===== config.mk =====
export PLATFORM = sky130hd
export DESIGN_NAME = div32_iter
export DESIGN_NICKNAME = d
export VERILOG_FILES = /design/src/rtl/div32_iter.sv
export SDC_FILE = /design/constraint.sdc
export NUM_CORES = 1
export LEC_CHECK = 0
export CAP_MARGIN = 20
export CELL_PAD_IN_SITES_DETAIL_PLACEMENT = 1
export CELL_PAD_IN_SITES_GLOBAL_PLACEMENT = 2
export CORE_MARGIN = 2
export CORE_UTILIZATION = 31
export CTS_CLUSTER_DIAMETER = 100
export CTS_CLUSTER_SIZE = 14
export DETAILED_ROUTE_END_ITERATION = 8
export PLACE_DENSITY_LB_ADDON = 0.2
export SLEW_MARGIN = 20
export SYNTH_ARGS = -nofsm -noshare
export SYNTH_HDL_FRONTEND = slang
export SYNTH_SLANG_ARGS = --single-unit

===== constraint.sdc =====
create_clock -name clk -period 6.4 [get_ports clk]
set_input_delay 1.92 -clock clk [delete_from_list [all_inputs] [get_ports clk]]
set_output_delay 1.92 -clock clk [all_outputs]
set_load 0.02 [all_outputs]

===== src/rtl/div32_iter.sv =====
// Iterative restoring divider for DIV/DIVU.
// One quotient bit per clock; results feed HI/LO.
module div32_iter #(
  parameter int WIDTH = 32
) (
  input  logic             clk,
  input  logic             rst,
  input  logic             start,
  input  logic             is_signed,
  input  logic [WIDTH-1:0] dividend,
  input  logic [WIDTH-1:0] divisor,
  input  logic             cancel,
  output logic             busy,
  output logic             done,
  output logic [WIDTH-1:0] quotient,
  output logic [WIDTH-1:0] remainder,
  output logic             div_by_zero
);

  localparam int CW = $clog2(WIDTH + 1);

  typedef enum logic [1:0] {
    IDLE, CALC, SIGN, DONE
  } state_t;

  state_t state, nxt;

  logic [WIDTH-1:0] a;
  logic [WIDTH-1:0] b;
  logic [WIDTH-1:0] r;
  logic [CW-1:0]    cnt;
  logic             qneg;
  logic             rneg;
  logic             dz;

  logic             accept;
  logic             zdiv;
  logic             dsn;
  logic             vsn;
  logic [WIDTH:0]   rs;
  logic [WIDTH:0]   df;

  assign zdiv   = (divisor == '0);
  assign dsn    = is_signed & dividend[WIDTH-1];
  assign vsn    = is_signed & divisor[WIDTH-1];
  assign accept = start & ~cancel &
                  ((state == IDLE) | (state == DONE));
  assign rs     = {r, a[WIDTH-1]};
  assign df     = rs - {1'b0, b};
  assign busy   = (state == CALC) | (state == SIGN);
  assign done   = (state == DONE);

  // State register
  always_ff @(posedge clk or posedge rst) begin
    if (rst) state <= IDLE;
    else     state <= nxt;
  end

  // Next-state logic; a zero divisor goes through SIGN
  // so the results latch one edge after start.
  always_comb begin
    nxt = state;
    unique case (state)
      IDLE: begin
        if (accept) nxt = zdiv ? SIGN : CALC;
      end
      CALC: begin
        if (cancel)            nxt = IDLE;
        else if (cnt == CW'(1)) nxt = SIGN;
      end
      SIGN: begin
        nxt = cancel ? IDLE : DONE;
      end
      DONE: begin
        if (accept) nxt = zdiv ? SIGN : CALC;
        else        nxt = IDLE;
      end
      default: nxt = IDLE;
    endcase
  end

  // Operand latch and shift-subtract iteration
  always_ff @(posedge clk or posedge rst) begin
    if (rst) begin
      a    <= '0;
      b    <= '0;
      r    <= '0;
      cnt  <= '0;
      qneg <= 1'b0;
      rneg <= 1'b0;
      dz   <= 1'b0;
    end else if (accept) begin
      a    <= (dsn & ~zdiv) ? ('0 - dividend)
                            : dividend;
      b    <= vsn ? ('0 - divisor) : divisor;
      r    <= '0;
      cnt  <= CW'(WIDTH);
      qneg <= dsn ^ vsn;
      rneg <= dsn;
      dz   <= zdiv;
    end else if (state == CALC && !cancel) begin
      cnt <= cnt - CW'(1);
      if (!df[WIDTH]) begin
        r <= df[WIDTH-1:0];
        a <= {a[WIDTH-2:0], 1'b1};
      end else begin
        r <= rs[WIDTH-1:0];
        a <= {a[WIDTH-2:0], 1'b0};
      end
    end
  end

  // Result registers, updated only on completion
  always_ff @(posedge clk or posedge rst) begin
    if (rst) begin
      quotient    <= '0;
      remainder   <= '0;
      div_by_zero <= 1'b0;
    end else if (state == SIGN && !cancel) begin
      if (dz) begin
        quotient    <= '1;
        remainder   <= a;
        div_by_zero <= 1'b1;
      end else begin
        quotient    <= qneg ? ('0 - a) : a;
        remainder   <= rneg ? ('0 - r) : r;
        div_by_zero <= 1'b0;
      end
    end
  end

endmodule


-- After elaboration in Yosys (flattened, before gate mapping)
Cells that the tools add are included.
- input bits: 69
- output and inout bits: 67
- flip-flop bits (word level): 172
- logic and storage cells: 62
- equality and inequality tests: 6
- reductions and logical operators: 7
- bitwise logic cells: 10
- multiplexer cells: 22
- $add $sub $neg: 6
- operator list (kind ; number):
    32-bit 2-to-1 mux ; 11
    1-bit by 32-bit subtractor with 32-bit output (first input constant) ; 4
    33-bit by 32-bit subtractor with 33-bit output ; 1
    32-bit zero test ; 1
    2-bit 2-to-1 mux ; 6
    6-bit 2-to-1 mux ; 2
    2-bit one-hot mux with 4 select lines ; 1
    6-bit by 1-bit equality test with 1-bit output (second input constant) ; 1
    6-bit by 1-bit subtractor with 6-bit output (second input constant) ; 1
    1-bit bitwise AND ; 5
    2-bit equality test (second input constant) ; 2
    3-bit by 2-bit inequality test with 1-bit output (second input constant) ; 1
    2-bit by 1-bit equality test with 1-bit output (second input constant) ; 1
    1-bit logical AND ; 2
    2-bit zero test ; 1
    1-bit 2-to-1 mux ; 2
    2-bit inequality test (second input constant) ; 1
    1-bit inverter ; 2
    1-bit bitwise OR ; 2
    2-bit AND reduction ; 1
    2-bit nonzero test ; 1
    1-bit zero test ; 1
    1-bit XOR ; 1

-- Depth between registers and ports, before layout
- depth after elaboration: 5
- gate-level depth with buffers: 14
- mapped depth without buffers: 12

-- Least setup slack after synthesis
OpenSTA, ideal clock, no wires.
- path type: input-to-reg
- start point: input divisor[4]
- end point: register a[7]
- slack: 2.026 ns
- required time: 6.268 ns
- cell stages on the path: 12
- buffers on the path: 3
- setup time: 0.132 ns
- data arrival time: 4.242 ns
- cells stage by stage: or3_1 -> or4_1 -> buf_2 -> nor3_4 -> nand2_1 -> or4_1 -> buf_2 -> nor2b_4 -> buf_6 -> o21ai_1 -> xor2_1 -> o21ai_1
- word-level cells in the longest chain between the ends: 5
- RTL lines (element ; RTL line ; source):
    start: declaration ; 11 ; input logic [WIDTH-1:0] divisor,
    32-bit zero test ; 43 ; assign zdiv = (divisor == '0);
    1-bit inverter ; 93 ; a <= (dsn & ~zdiv) ? ('0 - dividend)
    1-bit bitwise AND ; 93 ;
    32-bit 2-to-1 mux ; 93 ;
    32-bit 2-to-1 mux ; 92 ; end else if (accept) begin
    end signal: assignment ; 93 ;
    end signal: assignment ; 105 ; a <= {a[WIDTH-2:0], 1'b1};
    end signal: assignment ; 108 ; a <= {a[WIDTH-2:0], 1'b0};
    end: declaration ; 28 ; logic [WIDTH-1:0] a;
No other way between the ends.
A chain may end at the register's enable or synchronous reset.

-- Worst setup path after layout
- start point: input divisor[4]
- end point: register a[2]
Same word-level chain as after synthesis.

==> out/summary.txt <==
outcome - finished, final reports clean
first-pass GRT wire length - 60300 um
Critical Path End Type - register
DRT Pass-1 Iters - 5
Slew Viols, Final - 0
max cap viols - 0
RSZ-0062 raised after global routing - false
CTS Hold Bufs - 0
fraction of registers with async set/reset - 100%
endpoint of the worst-slack reg-to-reg timing path - r[18]$_DFFE_PP0P_
post-route minimum period - 4.97 ns
syn_nets - 1481
sequential fraction of the synthesis area - 37.6%
Syn Area/Cell - 8.36 um2
most common cell after layout, fill and taps aside - nand2_1
reg2reg path depth - 12
largest net degree at the start of global routing - 173
Skew-Pair Late Insertion Delay - 0.45 ns
DR vias - 10.0k
GPL Wtd Cong - 0.826
DR iter-0 viols - 495
Crit Path Max Fanout - 9
number of synthesized register bits - 172
Setup violations, final - 0
Yosys cell types - 63
Tot GR Track Use - 19.8%
Least-Margin Pin Slew - 1.07 ns
Max IR drop VDD - 0.000253 V
antenna-violating nets left - 0
Post-Synthesis Cells - 1368
CP peak stage delay - 0.60 ns
Post-CTS Setup Bufs - 0
layout cells sized above 1 - 4.89%
worst setup path endpoint - a[2]$_DFFE_PP0P_
Resize count post-CTS - 0
critical path launch point type - input pin
TNS Setup - 0 ns
Worst Skew - 0.0129 ns
Final Hold Viols - 0
CTS Sinks - 172
Power Density - 482 mW/mm2
vias in the first global route - 10.6k
drt drc - 0
CP startpoint - divisor[4]
CP Cell Sequence - clkdlybuf4s50_1 -> or3_1 -> or4_1 -> nor3_4 -> nand2_1 -> or4_1 -> nand3_1 -> nor2_1 -> xnor2_1 -> o21ai_0
R2R setup slack - 2.13 ns
most frequent cells in the layout - 182 x nand2_1, 171 x dfrtp_1, 142 x o21ai_0, 135 x clkdlybuf4s50_1
n_diodes - 0
Synth warnings - 0
CTS buffer count - 17
main flop type after synthesis - dfrtp_1
crit path setup slack, layout - 1.43 ns
detailed placer's ending HPWL - 27300 um
Reg-to-Reg Start - a[31]$_DFFE_PP0P_
initial antenna violation count - 0
Worst-path clk slew - 0.07 ns
hold path depth - 2
fin crit share - 77.7%
Cell Rows - 70
crit path max-delay cell type - or4_1
Root Buffer - clkbuf_16
H-tree Lvls - 4
Post-synth EDFFs - 0
fmax - 201 MHz
max_slew headroom - 28.3%
total I/O pin count - 136
Leak - 5.70 nW
core area - 0.0364 mm2
fill count - 4316
Arr. time, crit path - 5.25 ns
WS Path Type - in -> reg
global route total overflow - 0
worst slack at placement - 0.937 ns
synthesized cell area - 0.0114 mm2
CTS tree - built
critical path required time - 6.68 ns
Die Y - 196 um
port bufs - 135
Min-Delay Path Class - reg -> reg
Initial Util - 31.4%
Die W - 196 um
number of vias per cell - 5.17
WL/cell - 18.9 um
Layout Area Growth over Synthesis - 20.6%
Post-Route WL - 36600 um
Layout Nets - 1575
Crit path top cell by count - or4_1
DIE AREA - 0.0384 mm2
CTS max path bufs - 2
## report_power, final
group	switching (mW)	leakage [nW]	internal (mW)
sequential	0.485	2.21	1.51
combinational	2.12	3.23	1.48
clock	0.486	0.266	0.576
## Yosys cell counts, drive strengths merged (2+ instances only)
cell type,number,area [um2]
xor2,107,937
nor3,17,96.4
clkbuf,59,223
a211oi,4,30.0
inv,62,233
nor2,101,379
and3,5,31.3
buf,14,75.1
nand3b,4,30.0
o21a,6,45.0
nand4,4,25.0
a22o,3,26.3
a211o,2,17.5
and2,4,25.0
nand3,24,120
nand2b,16,100
or3,18,113
o311ai,2,17.5
ha,43,538
nor3b,2,15.0
o21ai,197,1000
or4,10,75.1
o31ai,27,228
a21oi,107,536
nor2b,10,70.1
a31oi,6,37.5
dfrtp,172,4300
o211ai,4,30.0
mux2i,33,330
or2,6,37.5
nand2,182,683
nor4,9,56.3
a22oi,26,195
a32oi,6,52.6
o41ai,15,184
a21o,6,45.0
xnor2,40,350
## worst min path at each step
stage | start | endpoint | slack (ns)
after floorplan | b[10]$_DFFE_PP0P_ | b[10]$_DFFE_PP0P_ | 0.45
after global placement | b[24]$_DFFE_PP0P_ | b[24]$_DFFE_PP0P_ | 0.46
after detailed placement | b[5]$_DFFE_PP0P_ | b[5]$_DFFE_PP0P_ | 0.47
after CTS | b[5]$_DFFE_PP0P_ | b[5]$_DFFE_PP0P_ | 0.49
after global routing | b[3]$_DFFE_PP0P_ | b[3]$_DFFE_PP0P_ | 0.51
final | b[5]$_DFFE_PP0P_ | b[5]$_DFFE_PP0P_ | 0.48
## final cells by class
type                    instances  area (um2)  area share (%)
multi-input cells            1061        6620            48.0
flip-flops and latches        172        4310            31.2
repair buffers                148        1480            10.7
well taps                     468         586            4.25
clock buffers                  18         429            3.11
inverters                      62         236            1.71
clock inverters                12         139            1.01
## sequential cells by signal (all words and copies together) (netlist names)
signal       cells
quotient        32
r               32
rneg             1
b               32
a               32
qneg             1
remainder       32
div_by_zero      1
state            2
cnt              6
dz               1
## per-layer routing
layer / wire, um / track usage, %
met1: 17800 / 26.6
met2: 17600 / 33.9
met3: 695 / 2.39
met4: 488 / 4.94
met5: 0 / 0
## stage by stage
stage,util [%],area [um2],power (mW),hold slack [ns],cells
2_1_floorplan,-,11400,4.37,0.450,1368
3_3_place_gp,36.2,13200,5.60,0.462,1910
3_5_place_dp,36.2,13200,5.65,0.471,1910
4_1_cts,37.8,13800,6.74,0.487,1940
5_1_grt,37.9,13800,7.26,0.510,1941
6_report,37.9,13800,6.65,0.479,1941
## logic make-up after synthesis
family | count (synthesis) | share of synthesized area [%]
XOR/XNOR | 147 | 11.3
adder cells (fa/ha/maj) | 44 | 4.88
buffers and inverters | 135 | 4.64
AND/OR/NAND/NOR | 415 | 16.5
flip-flops | 172 | 37.6
AO/OA/AOI/OAI | 422 | 22.2
multiplexers | 33 | 2.89
## worst max-delay path: cells and delay by family
kind	cells	cell delay, ns
simple gates	7	2.60
xor+xnor	1	0.17
compound gates	1	0.11
buf+inv	1	0.44
Power figures use the tool's default switching activity.
==> RTL edit 1: new RTL, same flow settings <==
Reset style: synchronous (`rst`), changed in 3 clocked blocks.
--- a/src/rtl/div32_iter.sv
+++ b/src/rtl/div32_iter.sv
@@ -52,5 +52,5 @@
 
   // State register
-  always_ff @(posedge clk or posedge rst) begin
+  always_ff @(posedge clk) begin
     if (rst) state <= IDLE;
     else     state <= nxt;
@@ -81,5 +81,5 @@
 
   // Operand latch and shift-subtract iteration
-  always_ff @(posedge clk or posedge rst) begin
+  always_ff @(posedge clk) begin
     if (rst) begin
       a    <= '0;
@@ -112,5 +112,5 @@
 
   // Result registers, updated only on completion
-  always_ff @(posedge clk or posedge rst) begin
+  always_ff @(posedge clk) begin
     if (rst) begin
       quotient    <= '0;
Check against the original RTL: differs if rst is asserted again (counterexample within 4 cycles, from zero or initial values and one cycle with rst high); with rst held inactive, the same outputs for 10 cycles.
==> RTL edit 1 against the unedited design <==
Wire length up 9.3%. Sequential share of layout area down 5.7 points. Total power down 18%. Area after synthesis down 2.0%. Largest cell class unchanged. Clock skew up 0.0017 ns. Hold slack worse by 0.022 ns. Sequential power down 24%. Worst setup slack worse by 0.20 ns. Critical endpoint is now a[26]$_SDFFE_PP0P_. Sequential cell count unchanged. Final area down 2.1%.
==> RTL edit 1: results (changes against the unedited design) <==
<table>
<tr><th>Metric</th><th>Value</th></tr>
<tr><th colspan="2">Run status</th></tr>
<tr><td>Result of the run</td><td>complete, no violations</td></tr>
<tr><th colspan="2">Drt</th></tr>
<tr><td>Post-detailed-route via-to-cell ratio</td><td>5.384 (+4.1%)</td></tr>
<tr><td>Starting DRC count in detailed routing</td><td>547 (+11%)</td></tr>
<tr><td>Routed wl met3</td><td>1222 um (+76%)</td></tr>
<tr><td>Average detailed-routed wire length per instance</td><td>20.27 um (+7.4%)</td></tr>
<tr><th colspan="2">Timing</th></tr>
<tr><td>Achievable clock frequency</td><td>193.3 MHz (-3.9%)</td></tr>
<tr><td>Slew at the pin closest to its max-slew limit</td><td>1.014 ns (-0.05516 ns)</td></tr>
<tr><td>Worst Clk Skew</td><td>0.01460 ns (+0.001706 ns)</td></tr>
<tr><th colspan="2">Power</th></tr>
<tr><td>Peak ir drop on the vdd network</td><td>0.2394 mV (-5.3%)</td></tr>
<tr><th colspan="2">Synth</th></tr>
<tr><td>Ranking of synthesized cells by instance count</td><td>sky130_fd_sc_hd__dfxtp_1, sky130_fd_sc_hd__nand2_1, sky130_fd_sc_hd__nor2_1, sky130_fd_sc_hd__a21oi_1, sky130_fd_sc_hd__o21ai_0</td></tr>
<tr><td>Multiplexer area fraction after synthesis</td><td>0.03249 (+0.003598)</td></tr>
<tr><td>Fraction of the mapped netlist area in compound gates</td><td>0.2509 (+0.02883)</td></tr>
<tr><td>Syn_nets</td><td>1543 (+4.2%)</td></tr>
<tr><td>Adder-cell share of the synthesized area</td><td>0.04979 (+0.0009863)</td></tr>
<tr><td>Fraction of registers with async set/reset</td><td>0 (-1.000)</td></tr>
<tr><td>Share of Yosys cell area claimed by the top area cell type</td><td>0.3072 (-0.06920)</td></tr>
<tr><th colspan="2">Place</th></tr>
<tr><td>Post-Place Cell Area</td><td>0.01288 mm^2 (-2.4%)</td></tr>
<tr><td>Worst Setup Slack post-DPL</td><td>0.7509 ns (-0.1858 ns)</td></tr>
<tr><td>Cell Count Post-Placement</td><td>1943 (+1.7%)</td></tr>
<tr><th colspan="2">Global routing</th></tr>
<tr><td>Met2 track demand over resource</td><td>0.3701 (+0.03137)</td></tr>
<tr><td>Routing usage on met1</td><td>0.2723 (+0.005998)</td></tr>
<tr><td>Vias in the first global route</td><td>10.74k (+1.2%)</td></tr>
<tr><td>Maximum number of pins on one net before global-route repair</td><td>78 (-55%)</td></tr>
<tr><th colspan="2">Final layout</th></tr>
<tr><td>Final net count</td><td>1614 (+2.5%)</td></tr>
<tr><td>Non-Clock Buffer Area Fraction</td><td>0.1087 (+0.001332)</td></tr>
<tr><td>Number of signal-net buffers in the layout</td><td>151 (+2.0%)</td></tr>
<tr><td>Multi-input gate share of the layout cell area</td><td>0.5316 (+0.05195)</td></tr>
<tr><th colspan="2">Setup path</th></tr>
<tr><td>CP Launch Point</td><td>divisor[6]</td></tr>
<tr><td>Critical Path End</td><td>a[26]$_SDFFE_PP0P_</td></tr>
<tr><td>Start of the worst register-to-register path</td><td>a[31]$_SDFFE_PP0P_</td></tr>
</table>
RTL edit 1: cell types whose count changed after synthesis, moves of 25 or more:
cell and delta:
sky130_fd_sc_hd__o21ai_1 -50, sky130_fd_sc_hd__xnor2_1 +29, sky130_fd_sc_hd__a211oi_1 +48, sky130_fd_sc_hd__a222oi_1 +26
sky130_fd_sc_hd__nor2_1 +48, sky130_fd_sc_hd__dfrtp_1 -172, sky130_fd_sc_hd__o21ai_0 -41, sky130_fd_sc_hd__clkbuf_1 +25
sky130_fd_sc_hd__xor2_1 -31, sky130_fd_sc_hd__dfxtp_1 +172
RTL edit 1: worst min-delay path by stage:
stage                                           from                          to  cells past startpoint  slack, ns
after detailed placement  remainder[14]$_SDFFE_PP0P_  remainder[14]$_SDFFE_PP0P_                      2       0.45
final                     remainder[14]$_SDFFE_PP0P_  remainder[14]$_SDFFE_PP0P_                      2       0.46
after CTS                         b[31]$_SDFFE_PP0P_          b[31]$_SDFFE_PP0P_                      2       0.46
after global placement            b[31]$_SDFFE_PP0P_          b[31]$_SDFFE_PP0P_                      2       0.44
after global routing       remainder[2]$_SDFFE_PP0P_   remainder[2]$_SDFFE_PP0P_                      2       0.48
after floorplan                    b[5]$_SDFFE_PP0P_           b[5]$_SDFFE_PP0P_                      2       0.43
RTL edit 1: power groups by stage:
stage | Sequential (W) | Clock (W) | Combinational (W)
2_1_floorplan | 0.00146 | 0 | 0.00201
3_3_place_gp | 0.00153 | 0 | 0.00275
3_5_place_dp | 0.00153 | 0 | 0.00278
4_1_cts | 0.00151 | 0.00117 | 0.00280
5_1_grt | 0.00153 | 0.00121 | 0.00308
6_report | 0.00151 | 0.00114 | 0.00278
==> RTL edit 2: new RTL, config.mk and constraints unchanged <==
Without the edit above. The parameter `WIDTH` goes from 32 to 16.
--- a/src/rtl/div32_iter.sv
+++ b/src/rtl/div32_iter.sv
@@ -2,5 +2,5 @@
 // One quotient bit per clock; results feed HI/LO.
 module div32_iter #(
-  parameter int WIDTH = 32
+  parameter int WIDTH = 16
 ) (
   input  logic             clk,
Interface: changed (resized dividend, divisor, quotient and remainder); port bits go from 136 to 72. The function was not compared with the original's and may differ.
==> RTL edit 2 against the unedited design <==
Worst setup slack gained 0.75 ns. Non-clock buffer count shrank 71. Wire length shrank 49%. Via count shrank 47%. Final cell count shrank 47%. Core utilization is essentially flat. Sequential cell count shrank 81. Final area shrank 47%. Register-to-register slack gained 0.72 ns. Area after synthesis shrank 47%. Total power shrank 52%. Critical path type unchanged. Critical endpoint is now a[13]$_DFFE_PP0P_. Highest routed layer unchanged.
==> RTL edit 2: results (changes against the unedited design) <==
<table>
<tr><th>Metric</th><th>Value</th></tr>
<tr><th colspan="2">Synth</th></tr>
<tr><td>Cell variety after synth</td><td>55 (-13%)</td></tr>
<tr><td>Mean instance size in the synthesized netlist</td><td>8.528 um^2 (+2.0%)</td></tr>
<tr><td>Largest cells by area after synthesis</td><td>sky130_fd_sc_hd__dfrtp_1, sky130_fd_sc_hd__nand2_1, sky130_fd_sc_hd__ha_1</td></tr>
<tr><td>Syn_nets</td><td>776 (-48%)</td></tr>
<tr><td>Share of synthesized area occupied by flip-flops and latches</td><td>0.3756 (-0.0008825)</td></tr>
<tr><th colspan="2">Clock network</th></tr>
<tr><td>Number of buffers created by CTS</td><td>9 (-8)</td></tr>
<tr><td>Number of levels the H-tree was split into</td><td>3 (-1)</td></tr>
<tr><td>Insertion delay of the later-clocked pin in the worst-skew pair</td><td>0.36 ns (-0.09 ns)</td></tr>
<tr><th colspan="2">Setup path</th></tr>
<tr><td>Critical Path AT</td><td>4.43 ns (-0.82 ns)</td></tr>
<tr><th colspan="2">Place</th></tr>
<tr><td>Post-Place Cell Area</td><td>0.007009 mm^2 (-47%)</td></tr>
<tr><td>Half-perimeter wire length of the detailed placement result</td><td>14140 um (-48%)</td></tr>
<tr><td>Count of input and output buffers</td><td>71 (-47%)</td></tr>
<tr><td>Cell Count Post-Placement</td><td>1016 (-47%)</td></tr>
<tr><th colspan="2">Drt</th></tr>
<tr><td>Average detailed-routed wire length per instance</td><td>17.94 um (-5.0%)</td></tr>
<tr><td>Post-detailed-route via-to-cell ratio</td><td>5.194 (+0.37%)</td></tr>
<tr><td>Starting DRC count in detailed routing</td><td>325 (-34%)</td></tr>
<tr><td>DRT Pass-1 Iters</td><td>4 (-1)</td></tr>
<tr><th colspan="2">Timing</th></tr>
<tr><td>Slew at the pin closest to its max-slew limit</td><td>1.023 ns (-0.04591 ns)</td></tr>
<tr><td>Worst Clk Skew</td><td>0.01019 ns (-0.002701 ns)</td></tr>
<tr><th colspan="2">Global routing</th></tr>
<tr><td>Vias in the first global route</td><td>5483 (-48%)</td></tr>
<tr><td>Maximum number of pins on one net before global-route repair</td><td>58 (-66%)</td></tr>
<tr><td>Global-route wire length before repair</td><td>30070 um (-50%)</td></tr>
<tr><th colspan="2">Final layout</th></tr>
<tr><td>Final net count</td><td>827 (-47%)</td></tr>
<tr><td>Post-route cell area</td><td>0.007322 mm^2 (-47%)</td></tr>
<tr><td>Fill cell total of the finished layout</td><td>2313 (-46%)</td></tr>
<tr><th colspan="2">Run status</th></tr>
<tr><td>Result of the run</td><td>complete, no violations</td></tr>
<tr><th colspan="2">Power</th></tr>
<tr><td>Peak ir drop on the vdd network</td><td>0.2164 mV (-14%)</td></tr>
<tr><td>Leakage power</td><td>3.061 nW (-46%)</td></tr>
</table>
-- RTL edit 2: changes by cell type in the layout (fill, tap and decap cells not counted), sizes merged, moves of 22 or more --
cell,unedited run,this run
o211ai,4,26
mux2i,33,7
clkdlybuf4s50,135,71
inv,65,34
nand2,182,99
a21oi,107,47
xor2,107,30
nor2,101,44
dfrtp,172,91
o21ai,197,74
-- RTL edit 2: final cells by class --
type                       instances  share of cell area
clock buffer                       9             0.03076
clock inverter                     7             0.01145
inverter                          32             0.01658
multi-input combinational        551              0.4815
sequential                        91              0.3112
tap                              265             0.04528
timing repair buffer              77              0.1032
-- RTL edit 2: worst max-delay path, stage by stage --
cell and delay [ns]:
sky130_fd_sc_hd__clkdlybuf4s50_1 0.47, sky130_fd_sc_hd__inv_1 0.09, sky130_fd_sc_hd__ha_1 0.16, sky130_fd_sc_hd__nor3b_1 0.45, sky130_fd_sc_hd__nand3b_1 0.44, sky130_fd_sc_hd__o311a_4 0.53, sky130_fd_sc_hd__o31ai_1 0.09, sky130_fd_sc_hd__xor2_1 0.20
sky130_fd_sc_hd__o21ai_1 0.07
-- RTL edit 2: cell families after synthesis --
family,after synthesis,share of synthesized area
AND/OR/NAND/NOR,231,0.1789
AO/OA/AOI/OAI,219,0.2363
flip-flops,91,0.3756
buffers and inverters,69,0.04334
XOR/XNOR,66,0.09534
adder cells (fa/ha/maj),28,0.05902
multiplexers,7,0.01156
-- RTL edit 2: routing by layer --
| layer | track usage | share of wire | vias to the layer above | wire length, um |
|---|---|---|---|---|
| li1 | - | - | 2632 | - |
| met1 | 0.2789 | 0.51 | 2631 | 9405 |
| met2 | 0.2835 | 0.44 | 82 | 8178 |
| met3 | 0.03332 | 0.038 | 15 | 698 |
| met4 | 0.04850 | 0.012 | 0 | 231 |
| met5 | 0 | 0 | - | 0 |
-- RTL edit 2: path summary, 6_finish.rpt --
path,cells past startpoint,end,slack (ns),start
worst max register to register,9,r[10]$_DFFE_PP0P_,2.85,a[15]$_DFFE_PP0P_
worst min register to register,2,quotient[8]$_DFFE_PP0P_,0.47,quotient[8]$_DFFE_PP0P_
min in group asynchronous,2,r[13]$_DFFE_PP0P_,2.05,rst
worst max-delay path,9,a[13]$_DFFE_PP0P_,2.18,divisor[1]
worst min-delay path,2,quotient[8]$_DFFE_PP0P_,0.47,quotient[8]$_DFFE_PP0P_
max in group asynchronous,3,dz$_DFFE_PP0N_,3.20,rst
-- RTL edit 2: report_power, final --
part	total [W]	internal, W	switching (W)
registers	0.00104	0.000791	0.000248
clock network	0.000565	0.000310	0.000255
logic	0.00160	0.000668	0.000930
total	0.00320	0.00177	0.00143
